`config.mk`:
```
export PLATFORM = sky130hd
export DESIGN_NAME = pulse_duty_meter
export DESIGN_NICKNAME = d
export VERILOG_FILES = /design/src/rtl/pulse_duty_meter.sv
export SDC_FILE = /design/constraint.sdc
export NUM_CORES = 1
export LEC_CHECK = 0
export ABC_AREA = 1
export CAP_MARGIN = 10
export CORE_MARGIN = 5
export CORE_UTILIZATION = 60
export CTS_BUF_LIST = sky130_fd_sc_hd__clkbuf_16
export CTS_CLUSTER_DIAMETER = 60
export DETAILED_ROUTE_END_ITERATION = 8
export PLACE_DENSITY_LB_ADDON = 0.08
export REMOVE_ABC_BUFFERS = 1
export SYNTH_ARGS = -nofsm -noshare
export SYNTH_HDL_FRONTEND = slang
export SYNTH_SLANG_ARGS = --single-unit
```
`constraint.sdc`:
```
create_clock -name clk -period 3.5 [get_ports clk]
set_clock_uncertainty 0.2 [all_clocks]
set_input_delay 0.875 -clock clk [delete_from_list [all_inputs] [get_ports clk]]
set_output_delay 0.875 -clock clk [all_outputs]
set_load 0.02 [all_outputs]
```
`src/rtl/pulse_duty_meter.sv`:
```
// pulse_duty_meter
//   Recovers period, high time, duty cycle and nearest fixed duty class from
//   a sampled pulse train. The pulse is taken as high when sample_in[11] is
//   set. Each period is measured rising edge to rising edge. A 7-step
//   restoring divide then produces the duty percentage.
//
// Ports
//   clk          system clock
//   rst          synchronous, active-high reset
//   sample_in    12-bit sampled pulse level (high when bit 11 = 1)
//   period       last measured period in clk cycles
//   high_time    high cycles within that period
//   duty_pct     floor(high_time*100/period), 0..100
//   duty_class   nearest duty: 00=1/2, 01=1/3, 10=1/4, 11=1/7
//   class_match  duty_pct is within TOL_PCT of the class target
//   meas_valid   one-cycle strobe when new results are presented
//   no_signal    no rising edge seen for TIMEOUT cycles
module pulse_duty_meter #(
    parameter int CNT_W   = 24,
    parameter int TIMEOUT = 10000000,
    parameter int TOL_PCT = 2
) (
    input  logic             clk,
    input  logic             rst,
    input  logic [11:0]      sample_in,
    output logic [CNT_W-1:0] period,
    output logic [CNT_W-1:0] high_time,
    output logic [6:0]       duty_pct,
    output logic [1:0]       duty_class,
    output logic             class_match,
    output logic             meas_valid,
    output logic             no_signal
);

    localparam int NUM_W = CNT_W + 7;
    localparam logic [CNT_W-1:0] TIMEOUT_C = CNT_W'(TIMEOUT);
    localparam logic [6:0]       TOL_C     = 7'(TOL_PCT);

    typedef enum logic [1:0] {IDLE, ARM, DIV, CLASS} state_t;

    // Only the MSB carries the logic level.
    logic sample_unused;
    assign sample_unused = ^sample_in[10:0];

    state_t           state_q, state_d;
    logic             s0_q, s0_d, s1_q, s1_d;
    logic [CNT_W-1:0] period_cnt_q, period_cnt_d;
    logic [CNT_W-1:0] high_cnt_q, high_cnt_d;
    logic [CNT_W-1:0] p_q, p_d;
    logic [CNT_W-1:0] h_q, h_d;
    logic [NUM_W-1:0] num_q, num_d;
    logic [6:0]       quo_q, quo_d;
    logic [2:0]       bit_q, bit_d;
    logic [CNT_W-1:0] period_q, period_d;
    logic [CNT_W-1:0] high_time_q, high_time_d;
    logic [6:0]       duty_q, duty_d;
    logic [1:0]       class_q, class_d;
    logic             match_q, match_d;
    logic             valid_q, valid_d;
    logic             nosig_q, nosig_d;

    logic             rise;
    logic             timeout_hit;
    logic [NUM_W-1:0] div_trial;
    logic [NUM_W-1:0] h_ext;
    logic [1:0]       cls;
    logic [6:0]       cls_tgt;
    logic             cls_match;

    function automatic logic [CNT_W-1:0] sat_inc(input logic [CNT_W-1:0] v);
        return (&v) ? v : v + CNT_W'(1);
    endfunction

    function automatic logic [6:0] abs_dist(input logic [6:0] a, input logic [6:0] b);
        logic signed [7:0] diff;
        diff = $signed({1'b0, a}) - $signed({1'b0, b});
        return (diff < 0) ? 7'(-diff) : 7'(diff);
    endfunction

    assign rise = s0_q & ~s1_q;

    // A rise in the same cycle wins over the timeout.
    assign timeout_hit = ~rise && (period_cnt_q >= TIMEOUT_C) &&
                         ((state_q == IDLE) || (state_q == ARM));

    assign h_ext     = NUM_W'(high_cnt_q);
    assign div_trial = NUM_W'(p_q) << bit_q;

    // Decision points sit at the midpoints between targets. q=29 is an
    // exact tie between 33 and 25, and the lower code wins.
    always_comb begin
        if (quo_q >= 7'd42) begin
            cls     = 2'b00;
            cls_tgt = 7'd50;
        end else if (quo_q >= 7'd29) begin
            cls     = 2'b01;
            cls_tgt = 7'd33;
        end else if (quo_q >= 7'd20) begin
            cls     = 2'b10;
            cls_tgt = 7'd25;
        end else begin
            cls     = 2'b11;
            cls_tgt = 7'd14;
        end
        cls_match = (abs_dist(quo_q, cls_tgt) <= TOL_C);
    end

    always_comb begin
        state_d      = state_q;
        s0_d         = sample_in[11];
        s1_d         = s0_q;
        period_cnt_d = period_cnt_q;
        high_cnt_d   = high_cnt_q;
        p_d          = p_q;
        h_d          = h_q;
        num_d        = num_q;
        quo_d        = quo_q;
        bit_d        = bit_q;
        period_d     = period_q;
        high_time_d  = high_time_q;
        duty_d       = duty_q;
        class_d      = class_q;
        match_d      = match_q;
        valid_d      = 1'b0;
        nosig_d      = nosig_q;

        // The counters keep running in every state, so rises that land
        // during DIV/CLASS still restart the next period correctly.
        if (rise) begin
            period_cnt_d = CNT_W'(1);
            high_cnt_d   = CNT_W'(1);
        end else begin
            period_cnt_d = sat_inc(period_cnt_q);
            if (s0_q) begin
                high_cnt_d = sat_inc(high_cnt_q);
            end
        end

        unique case (state_q)
            IDLE: begin
                if (rise) begin
                    state_d = ARM;
                end
            end
            ARM: begin
                if (rise) begin
                    p_d     = period_cnt_q;
                    h_d     = high_cnt_q;
                    num_d   = (h_ext << 6) + (h_ext << 5) + (h_ext << 2);
                    quo_d   = 7'd0;
                    bit_d   = 3'd6;
                    state_d = DIV;
                end
            end
            DIV: begin
                if (num_q >= div_trial) begin
                    num_d        = num_q - div_trial;
                    quo_d[bit_q] = 1'b1;
                end
                if (bit_q == 3'd0) begin
                    state_d = CLASS;
                end else begin
                    bit_d = bit_q - 3'd1;
                end
            end
            CLASS: begin
                period_d    = p_q;
                high_time_d = h_q;
                duty_d      = quo_q;
                class_d     = cls;
                match_d     = cls_match;
                valid_d     = 1'b1;
                nosig_d     = 1'b0;
                state_d     = ARM;
            end
            default: state_d = IDLE;
        endcase

        if (timeout_hit) begin
            nosig_d     = 1'b1;
            period_d    = '0;
            high_time_d = '0;
            duty_d      = '0;
            class_d     = '0;
            match_d     = 1'b0;
            state_d     = IDLE;
        end
    end

    always_ff @(posedge clk) begin
        if (rst) begin
            state_q      <= IDLE;
            s0_q         <= 1'b0;
            s1_q         <= 1'b0;
            period_cnt_q <= '0;
            high_cnt_q   <= '0;
            p_q          <= '0;
            h_q          <= '0;
            num_q        <= '0;
            quo_q        <= '0;
            bit_q        <= '0;
            period_q     <= '0;
            high_time_q  <= '0;
            duty_q       <= '0;
            class_q      <= '0;
            match_q      <= 1'b0;
            valid_q      <= 1'b0;
            nosig_q      <= 1'b0;
        end else begin
            state_q      <= state_d;
            s0_q         <= s0_d;
            s1_q         <= s1_d;
            period_cnt_q <= period_cnt_d;
            high_cnt_q   <= high_cnt_d;
            p_q          <= p_d;
            h_q          <= h_d;
            num_q        <= num_d;
            quo_q        <= quo_d;
            bit_q        <= bit_d;
            period_q     <= period_d;
            high_time_q  <= high_time_d;
            duty_q       <= duty_d;
            class_q      <= class_d;
            match_q      <= match_d;
            valid_q      <= valid_d;
            nosig_q      <= nosig_d;
        end
    end

    assign period      = period_q;
    assign high_time   = high_time_q;
    assign duty_pct    = duty_q;
    assign duty_class  = class_q;
    assign class_match = match_q;
    assign meas_valid  = valid_q;
    assign no_signal   = nosig_q;

endmodule

```
=== After elaboration in Yosys (flattened, before gate mapping) ===
Index checks and enable logic that the tools add are counted.

* Add/subtract/negate cells: 8
* Magnitude comparators: 9
* Bitwise operators: 5
* Equal/unequal tests: 10
* Muxes and demuxes: 30
* Shift-type cells: 1
* Reduce and logical (&&, ||, !) cells: 19

{| class="wikitable"
|+ Operators with widths
! cell !! count
|-
| $mux 31 || 2
|-
| $pmux 31 s2 || 1
|-
| $add 24x1->24 const B || 2
|-
| $reduce_and 24->1 || 2
|-
| $add 30x29->31 || 1
|-
| $add 31x26->31 || 1
|-
| $ge 31x31->1 || 1
|-
| $shl 24x3->31 || 1
|-
| $sub 31x31->31 || 1
|-
| $mux 7 || 4
|-
| $ge 24x24->1 const B || 1
|-
| $ge 7x5->1 const B || 2
|-
| $ne 2x2->1 const B || 7
|-
| $pmux 7 s2 || 1
|-
| $mux 1 || 10
|-
| $mux 2 || 5
|-
| $reduce_and 3->1 || 3
|-
| $lt 8x1->1 const B || 1
|-
| $pmux 2 s4 || 1
|-
| $sub 7x7->8 || 1
|-
| $ge 7x6->1 const B || 1
|-
| $le 7x2->1 const B || 1
|-
| $neg 7->7 || 1
|-
| $or 7x7->7 || 1
|-
| 19 further kinds || 30
|}

* Input port bits: 14
* Flip-flop bits (word level): 201
* Logic and storage cells: 101
* Output and inout port bits: 60

=== Logic depth before layout (Yosys ltp) ===
* Depth after elaboration: 8
* Depth in mapped cells: 24

=== Worst setup path before layout ===
OpenSTA, ideal clock, no wires.

* Path kind: register to register
* Start point: register bit_q[0]
* End point: register num_q[16]
* Cell stages (with the launch flop): 21
* Data arrival time: 2748 ps
* Slack: 434 ps
* Library setup time: 117 ps
* Cells stage by stage: dfxtp_1 > clkbuf_1 > clkbuf_1 > nand2_1 > o21ai_0 > mux2i_1 > or2_2 > ha_1 > nand2_1 > nor2_1 > nand2_1 > nand2_1 > nand2_1 > nand3_2 > nand2_1 > nand2_1 > nand2_1 > buf_6 > buf_6 > nor2_1 > nor2_1

* Longest elaborated chain between the ends: 4
* Elaborated cells between the ends (all ways): 7
* Classes of those cells: add/sub: 1; order compare: 1; eq/ne: 1; shift: 1; mux: 2; reduce/logical: 1

{| class="wikitable"
|+ RTL lines
! item !! RTL line !! text
|-
| start, declared || 53 || <nowiki>logic [2:0] bit_q, bit_d;</nowiki>
|-
| start signal, assigned || 219 || <nowiki>bit_q <= bit_d;</nowiki>
|-
| $shl 24x3->31 * || 87 || <nowiki>assign div_trial = NUM_W'(p_q) << bit_q;</nowiki>
|-
| $sub 31x31->31 or $ge 31x31->1 (tied branches) || 157, 156 ||
|-
| $mux 31 or $ne 2x2->1 (tied branches) || - ||
|-
| $pmux 31 s2 or $reduce_and 3->1 (tied branches) || - ||
|-
| end signal, assigned || 217 || <nowiki>num_q <= num_d;</nowiki>
|-
| end, declared || 51 || <nowiki>logic [NUM_W-1:0] num_q, num_d;</nowiki>
|}

Every way passes the cells marked *; elsewhere a longest branch is shown, timed or not. The select of a mux whose other input is x is not followed.
A chain may end at the register's enable or synchronous reset.

=== Worst setup path after layout ===
* Start point: register bit_q[0]
* End point: register num_q[18]

Same word-level chain as after synthesis.

==> out/results.ini <==
[setup_path]
worstSetupPathType = flip-flop to flip-flop
max_stage_delay_ns = 0.37
r2r-end = num_q[18]
reg2reg_depth = 19
critPathLaunch = bit_q[0]
reg2reg_slack_ns = 0.06
crit_fanout = 22
timing.rr.start = bit_q[0]
worstPathRequired_ns = 3.71
cp_common_cell = nand2_1
worstPathCellList = buf_12, nand2_1, o21ai_1, o21ai_0, nand2_1, o21ai_1, ha_1, nand2_1, nand2_1, nand2_1, nand2_1, a21oi_1, nand2_1, inv_2, a21boi_4, buf_4, clkbuf_16, o21ai_0, nor2_1
crit_end = num_q[18]
crit_arrival_ns = 3.65
cp_slowest_cell = dfxtp_4
cp-end-kind = flip-flop
cp-start-kind = flip-flop

[grt]
antenna_found_initial = 0
grt-ovfl-total = 0
grt_pass1_wl_um = 65850
gr-usage-all-layers_pct = 29.60
grt_pass1_vias = 12990
grt_max_degree = 97

[layout]
syn_to_final_growth_pct = 14.73
nNetsFinal = 2418
final_cell_mix = nand2_1, inv_1, nor2_1
final_common_cell = nand2_1
antenna_cells = 0
instances_no_fill = 2619
layout-drive-gt1-share_pct = 6.609

[routing]
wl_um = 41740
vias_per_cell = 5.533
wl_per_cell_um = 15.94
vias = 14490
drc = 0
drtIter0Drc = 1510
drt_first_pass_iters = 6
final_antenna_net_count = 0

[synthesis]
synth_area_per_cell_um2 = 6.440
ys_types = 41
synthCells = 2222
ys_ff_latch = 201
yosys_most_used_dff = dfxtp_1
yosys_warnings = 0
synth_edf_count = 0
ys_async_sr_fraction_pct = 0
ys_seq_area_share_pct = 28.12
synth.cell_area_um2 = 14310

[power_and_ir_drop]
power_mw = 12.74
vdd_drop_max_uv = 704.5
leakage_nw = 7.623
power_density_nw_per_um2 = 775.8

[floorplan]
io_pins = 74
coreArea_um2 = 23470
die_width_um = 164.4
die-area_um2 = 27040
die_h_um = 164.4
initial_core_util_pct = 60.96
rows = 56

[clock_tree]
hold_buffers = 0
cts.path.max_buffers = 3
cts_tree = done
cts_buffers = 25
clkTransAtPathRegs_ns = 0.06
clkLatencyLatePin_ns = 0.52
clockRootBuffer = clkbuf_16
htreeDepth = 1
cts.sinks = 201

[timing]
hold_violations = 0
tightest_slew_ns = 0.9891
max_slew_margin_pct = 33.36
fin_hold_ws_ns = 0.2570
clock.fmax_mhz = 291.0
setup_viol_count_final = 0
timing.final.crit_share_pct = 98.20
drv_slew = 0
fin_crit_ns = 3.437

[worst_hold_path]
hold_depth = 2
hold_path_class = flip-flop to flip-flop

[placement]
portBuffers = 62
place_congestion = 0.9735
dp_cells = 2566
dp_hpwl_um = 30940

[outcome]
status = complete, no violations

[flow_run]
cap_viol_max_count = 0

==> repair_timing <==
item,in CTS,in global routing
endpoints found under the hold margin,0,0
resized for setup,0,64
setup endpoints to repair,0,38
buffers inserted,0,8
==> state kept, by name (all words and copies together), names as in the netlist <==
| name | flops |
|---|---|
| meas_valid | 1 |
| high_cnt_q | 24 |
| s0_q | 1 |
| no_signal | 1 |
| p_q | 24 |
| high_time | 24 |
| s1_q | 1 |
| bit_q | 3 |
| num_q | 31 |
| h_q | 24 |
| state_q | 2 |
| period_cnt_q | 24 |
| class_match | 1 |
| duty_class | 2 |
| period | 24 |
| quo_q | 7 |
| duty_pct | 7 |
==> worst max-delay path, delay by kind of cell (launching register included) <==
| kind | cells | cell delay [ns] |
|---|---|---|
| simple gates | 8 | 0.67 |
| buf+inv | 4 | 0.59 |
| fa+ha+maj | 1 | 0.37 |
| flops | 1 | 0.37 |
| compound gates | 6 | 1.08 |
==> cell type report <==
cell class | instances | area [um^2]
multi-input combinational | 1624 | 8869
inverter | 320 | 1207
tap | 319 | 399.1
clock inverter | 15 | 103.9
fill | 2066 | 7056
timing repair buffer | 115 | 1184
sequential | 201 | 4029
clock buffer | 25 | 625.6
==> Yosys cell counts (all sizes together) (8+ instances only) <==
cell	n	area, um^2
nand4	38	237.7
inv	320	1201
nand3	115	580.6
nand2	564	2145
ha	94	1176
xnor2	12	105.1
xor2	26	227.7
o21ai	197	985.9
a31oi	8	50.05
mux2i	11	110.1
nor3	38	195.2
dfxtp	201	4024
a21oi	162	833.3
fa	23	460.4
nor2	237	909.6
nor4	9	56.30
or2	9	56.30
nand3b	9	67.56
buf	26	152.6
a211oi	57	427.9
clkbuf	51	192.7
==> through the flow <==
stage / instance area (um^2) / setup slack [ns] / setup TNS [ns] / util [%]
final: 16420 / 0.06298 / 0 / 69.94
after floorplan: 13960 / -0.5575 / -16.98 / -
after detailed placement: 15380 / 0.03568 / 0 / 65.51
after global routing: 16420 / -0.05367 / -0.8606 / 69.94
after CTS: 16110 / 0.01996 / 0 / 68.61
after global placement: 15380 / 0.1405 / 0 / 65.51
==> per-layer routing <==
layer  global-route usage [%]  vias up  routed length, um
met5                        0        -                  0
li1                         -     7327                  -
met4                    7.599        0               1300
met1                    42.80     6558              18990
met3                    3.544       93               2894
met2                    47.17      512              18560
==> kinds of logic (layout without fill, tap and decap cells) <==
| group | count (synthesis) | in the layout | share of synthesized area [%] |
|---|---|---|---|
| simple gates | 1024 | 1024 | 29.93 |
| flops | 201 | 201 | 28.12 |
| compound gates | 434 | 434 | 16.61 |
| fa+ha+maj | 117 | 117 | 11.44 |
| xor+xnor | 38 | 38 | 2.326 |
| mux | 11 | 11 | 0.7695 |
| buf+inv | 397 | 475 | 10.81 |
==> where the power goes <==
| group | internal (mW) | leakage (nW) | switching [mW] |
|---|---|---|---|
| sequential | 2.55 | 1.63 | 0.178 |
| combinational | 2.58 | 5.64 | 5.09 |
| clock | 1.36 | 0.358 | 0.977 |
==> worst min-delay path by stage <==
stage | start | to
3_3_place_gp | h_q[19] | h_q[19]
6_report | h_q[13] | h_q[13]
4_1_cts | h_q[21] | h_q[21]
3_5_place_dp | h_q[12] | h_q[12]
2_1_floorplan | h_q[0] | h_q[0]
5_1_grt | h_q[21] | h_q[21]
Power figures use the tool's default switching activity.
